### src/rtl/neuron_acc.sv
`default_nettype none
// neuron_acc: accumulates signed product terms plus a once-per-sum bias and
// emits one saturated, optionally ReLU-clipped, result per N_TERMS terms.
module neuron_acc #(
  parameter int DIN_W   = 20,
  parameter int BIAS_W  = 8,
  parameter int N_TERMS = 784,
  parameter int OUT_W   = 22,
  parameter int RELU    = 0
) (
  input  logic              clk,
  input  logic              rst,
  input  logic              clr,
  input  logic              in_valid,
  input  logic [DIN_W-1:0]  din,
  input  logic [BIAS_W-1:0] bias,
  output logic              busy,
  output logic              out_valid,
  output logic [OUT_W-1:0]  dout,
  output logic              sat
);

  localparam int CNT_W    = ($clog2(N_TERMS) > 1) ? $clog2(N_TERMS) : 1;
  localparam int MAX_IN_W = (DIN_W > BIAS_W) ? DIN_W : BIAS_W;
  localparam int ACC_W    = MAX_IN_W + $clog2(N_TERMS + 1) + 1;

  localparam logic [CNT_W-1:0] LAST_CNT = CNT_W'(N_TERMS - 1);
  localparam logic signed [ACC_W-1:0] OUT_MAX =
    {{(ACC_W - OUT_W + 1){1'b0}}, {(OUT_W - 1){1'b1}}};
  localparam logic signed [ACC_W-1:0] OUT_MIN =
    {{(ACC_W - OUT_W + 1){1'b1}}, {(OUT_W - 1){1'b0}}};

  logic [CNT_W-1:0]        cnt_q, cnt_d;
  logic signed [ACC_W-1:0] acc_q, acc_d;
  logic [OUT_W-1:0]        dout_q, dout_d;
  logic                    sat_q, sat_d;
  logic                    out_valid_q, out_valid_d;
  logic                    busy_q, busy_d;

  logic signed [ACC_W-1:0] din_ext, bias_ext, sum;
  logic [OUT_W-1:0]        result;
  logic                    clamp_hit;
  logic                    is_last;

  // The first term of a sum starts from the bias instead of the stale accumulator.
  always_comb begin
    din_ext   = {{(ACC_W - DIN_W){din[DIN_W-1]}}, din};
    bias_ext  = {{(ACC_W - BIAS_W){bias[BIAS_W-1]}}, bias};
    sum       = ((cnt_q == '0) ? bias_ext : acc_q) + din_ext;
    is_last   = (cnt_q == LAST_CNT);
    result    = sum[OUT_W-1:0];
    clamp_hit = 1'b0;
    if (sum > OUT_MAX) begin
      result    = OUT_MAX[OUT_W-1:0];
      clamp_hit = 1'b1;
    end else if (sum < OUT_MIN) begin
      result    = OUT_MIN[OUT_W-1:0];
      clamp_hit = 1'b1;
    end
    if ((RELU != 0) && result[OUT_W-1]) begin
      result = '0;
    end
  end

  always_comb begin
    cnt_d       = cnt_q;
    acc_d       = acc_q;
    dout_d      = dout_q;
    sat_d       = sat_q;
    out_valid_d = 1'b0;
    if (clr) begin
      cnt_d = '0;
    end else if (in_valid) begin
      acc_d = sum;
      if (is_last) begin
        cnt_d       = '0;
        dout_d      = result;
        sat_d       = clamp_hit;
        out_valid_d = 1'b1;
      end else begin
        cnt_d = cnt_q + CNT_W'(1);
      end
    end
    busy_d = (cnt_d != '0);
  end

  always_ff @(posedge clk) begin
    if (!rst) begin
      cnt_q       <= '0;
      acc_q       <= '0;
      dout_q      <= '0;
      sat_q       <= 1'b0;
      out_valid_q <= 1'b0;
      busy_q      <= 1'b0;
    end else begin
      cnt_q       <= cnt_d;
      acc_q       <= acc_d;
      dout_q      <= dout_d;
      sat_q       <= sat_d;
      out_valid_q <= out_valid_d;
      busy_q      <= busy_d;
    end
  end

  assign busy      = busy_q;
  assign out_valid = out_valid_q;
  assign dout      = dout_q;
  assign sat       = sat_q;

endmodule
`default_nettype wire

### config.mk
export PLATFORM = sky130hd
export DESIGN_NAME = neuron_acc
export DESIGN_NICKNAME = d
export VERILOG_FILES = /design/src/rtl/neuron_acc.sv
export SDC_FILE = /design/constraint.sdc
export NUM_CORES = 1
export LEC_CHECK = 0
export ABC_AREA = 1
export BUFFER_PORTS_ARGS = -buffer_cell sky130_fd_sc_hd__buf_4
export CAP_MARGIN = 20
export CORE_AREA = 2 2 104 106
export DETAILED_ROUTE_END_ITERATION = 7
export DIE_AREA = 0 0 106 108
export PLACE_DENSITY = 0.86
export RECOVER_POWER = 50
export SLEW_MARGIN = 30
export SYNTH_ARGS = -nofsm -noshare
export SYNTH_HDL_FRONTEND = slang
export SYNTH_SLANG_ARGS = --single-unit
export TNS_END_PERCENT = 50
### constraint.sdc
create_clock -name clk -period 4.5 [get_ports clk]
set_input_delay 0.9 -clock clk [delete_from_list [all_inputs] [get_ports clk]]
set_output_delay 0.9 -clock clk [all_outputs]
set_load 0.01 [all_outputs]
==> summary.txt <==
status - complete, no violations
first-pass GRT wire length - 23000 um
Synth top area share - 23.8%
CP max FO - 21
largest family of logic cells by synthesized area - simple AND/OR/NAND/NOR gates
Root Buffer - clkbuf_8
total negative slack - 0 ns
Power, Total - 2000 uW
Hold Path Cell Cnt - 2
num ports - 57
Final #Nets - 998
Num Clock Sinks - 66
type of the worst setup path - reg -> reg
Final Max Slew Viols - 0
CTS Buffer Depth - 2
die width - 106 um
DRC violations left - 0
Peak VDD IR - 0.144 mV
CTS tree - yes
leakage power - 0.00311 uW
PortBufs - 56
Startpoint Class - flop
register area share after synthesis - 23.8%
area of the multi-input gates - 3440 um^2
Final Setup Violations - 0
placed cell count - 1056
max incr delay on CP - 0.41 ns
Max Fclk - 245 MHz
hold-fix buffers at CTS - 0
RSZ-0062 raised after global routing - false
cell repeated most along the worst path - nand2_1
Worst Setup End Kind - flop
die footprint - 11400 um^2
skew final - 0.0128 ns
XOR/XNOR Fraction of Synth Area - 3.79%
crit path time final - 4.07 ns
Die Y - 108 um
worst slew pin tran - 1.12 ns
Initial Util - 54.2%
Antenna Nets Post-Route - 0
Core Region - 10200 um^2
max cap viols - 0
Rel. slew slack - 25.6%
required time of the critical path - 4.73 ns
r2r worst-path depth - 27
Syn Nets - 946
Mapped Cells - 879
via count - 5562
layout cells sized above 1 - 15.6%
H-tree depth - 3
Worst Hold Class - reg -> reg
sequential cell area - 1320 um^2
distinct cell type count after synthesis - 41
top-count cell post-synth - nand2_1
hold endpoint - dout[21]$_SDFFE_PN0P_
Adder-Cell Fraction of Synth Area - 8.03%
RD Place Congestion - 0.988
Setup WS post-layout - 0.425 ns
cts repair resizes - 0
top cells by area, synth - dfxtp_1, nand2_1, inv_1
Fillers - 1000
post-synthesis cell area - 5550 um^2
fin crit share - 90.5%
pwr/cell area - 325 nW/um^2
post-synthesis mux area share - 0%
worst reg2reg path endpoint - dout[0]$_SDFFE_PN0P_
Reg-to-Reg Start - cnt_q[1]$_SDFF_PN0_
EDFF count, synth - 0
largest net degree at the start of global routing - 39
HPWL after DPL - 10900 um
Syn. warnings - 0
cts bufs inserted - 9
critical path's slowest cell - fa_1
All-Layer GR Usage - 24.9%
Overflow after GRT - 0
drt first pass iters - 5
Synth top cells by count - nand2_1, inv_1, a21oi_1
Finished Layout Cells - 1071
area leader, netlist - dfxtp_1
worst path arrival time - 4.31 ns
Synth Flop Type - dfxtp_1
area grow syn2layout - 10.7%
vias in the first global route - 4970
complex-gate fraction of the synthesized area - 18.6%
post-CTS setup buffer count - 0
initial antenna violation count - 0
Fin. Hold Viols - 0
Initial DRC Count - 380
pre-CTS WS - 0.478 ns
Vias/cell - 5.19
Row Count - 37
register-to-register setup slack - 0.43 ns
Yosys reg bits - 66
Hold Crit Start - dout[21]$_SDFFE_PN0P_
post-synthesis simple-gate area fraction - 32.0%
Clock transition at path regs - 0.07 ns
Worst-Skew Late Latency - 0.36 ns
Antenna diodes - 0
async set-or-reset flop fraction in the synthesized netlist - 0%
final WL - 13900 um
WL per Instance - 13.0 um
Avg Inst Size Synth - 6.31 um^2
==> worst max-delay path: cells and delay by family (launching register included) <==
kind / cells / cell delay, ns
and+or+nand+nor: 16 / 1.60
adders and majority gates: 3 / 0.79
DFF: 1 / 0.34
buffers and inverters: 6 / 0.92
AOI/OAI and AO/OA: 2 / 0.28
==> placed cells by master, fill, tap and decap left out, drive strengths merged, types with 11 or more instances in the layout <==
| cell | count |
|---|---|
| a21oi | 100 |
| buf | 36 |
| clkbuf | 39 |
| dfxtp | 66 |
| ha | 34 |
| inv | 165 |
| nand2 | 252 |
| nand3 | 40 |
| nor2 | 70 |
| o21ai | 71 |
| xor2 | 11 |
==> routing by layer <==
layer  vias up  routed length [um]  share of wire, %  track usage, %
met4         0                 208               1.5            7.61
li1       2876                   -                 -               -
met1      2492                6610                47            34.9
met3        19                 938               6.7            3.50
met2       175                6150                44            40.0
met5         -                   0                 0               0
==> worst max-delay path by stage <==
stage,slack (ns),startpoint,to
floorplan,0.93,cnt_q[0]$_SDFF_PN0_,dout[10]$_SDFFE_PN0P_
global placement,0.55,cnt_q[1]$_SDFF_PN0_,dout[0]$_SDFFE_PN0P_
detailed placement,0.48,cnt_q[0]$_SDFF_PN0_,dout[0]$_SDFFE_PN0P_
global route,0.07,cnt_q[1]$_SDFF_PN0_,dout[0]$_SDFFE_PN0P_
CTS,0.41,cnt_q[1]$_SDFF_PN0_,dout[0]$_SDFFE_PN0P_
finish,0.43,cnt_q[1]$_SDFF_PN0_,dout[0]$_SDFFE_PN0P_
==> metrics by stage <==
stage,instance area [um^2],utilization (%),hold WS (ns)
6_report,6140,60.0,0.472
5_1_grt,6140,60.0,0.496
4_1_cts,6270,61.2,0.473
3_5_place_dp,6060,59.3,0.462
3_3_place_gp,6060,59.3,0.456
2_1_floorplan,5550,-,0.478
==> power breakdown <==
part	internal (uW)	switching [uW]
Clock	283	241
Sequential	609	7.28
Combinational	280	578
==> registers in the layout, summed over array words and instances, names as in the netlist <==
| name | cells |
|---|---|
| acc_q | 31 |
| busy | 1 |
| cnt_q | 10 |
| dout | 22 |
| out_valid | 1 |
| sat | 1 |
==> final cells by class <==
cell class / count / share of cell area [%]
clock buffers: 11 / 2.46
inverters: 168 / 10.3
multi-input cells: 622 / 55.9
repair buffers: 64 / 6.17
flip-flops and latches: 66 / 21.5
well taps: 136 / 2.77
clock inverters: 4 / 0.835
==> cell families (layout without fill, tap and decap cells) <==
kind of cell / Yosys count / count (layout)
AND/OR/NAND/NOR: 386 / 386
XOR/XNOR: 21 / 21
buffers and inverters: 191 / 247
flip-flops: 66 / 66
adder cells (fa/ha/maj): 35 / 35
AO/OA/AOI/OAI: 180 / 180
Power figures use the tool's default switching activity.
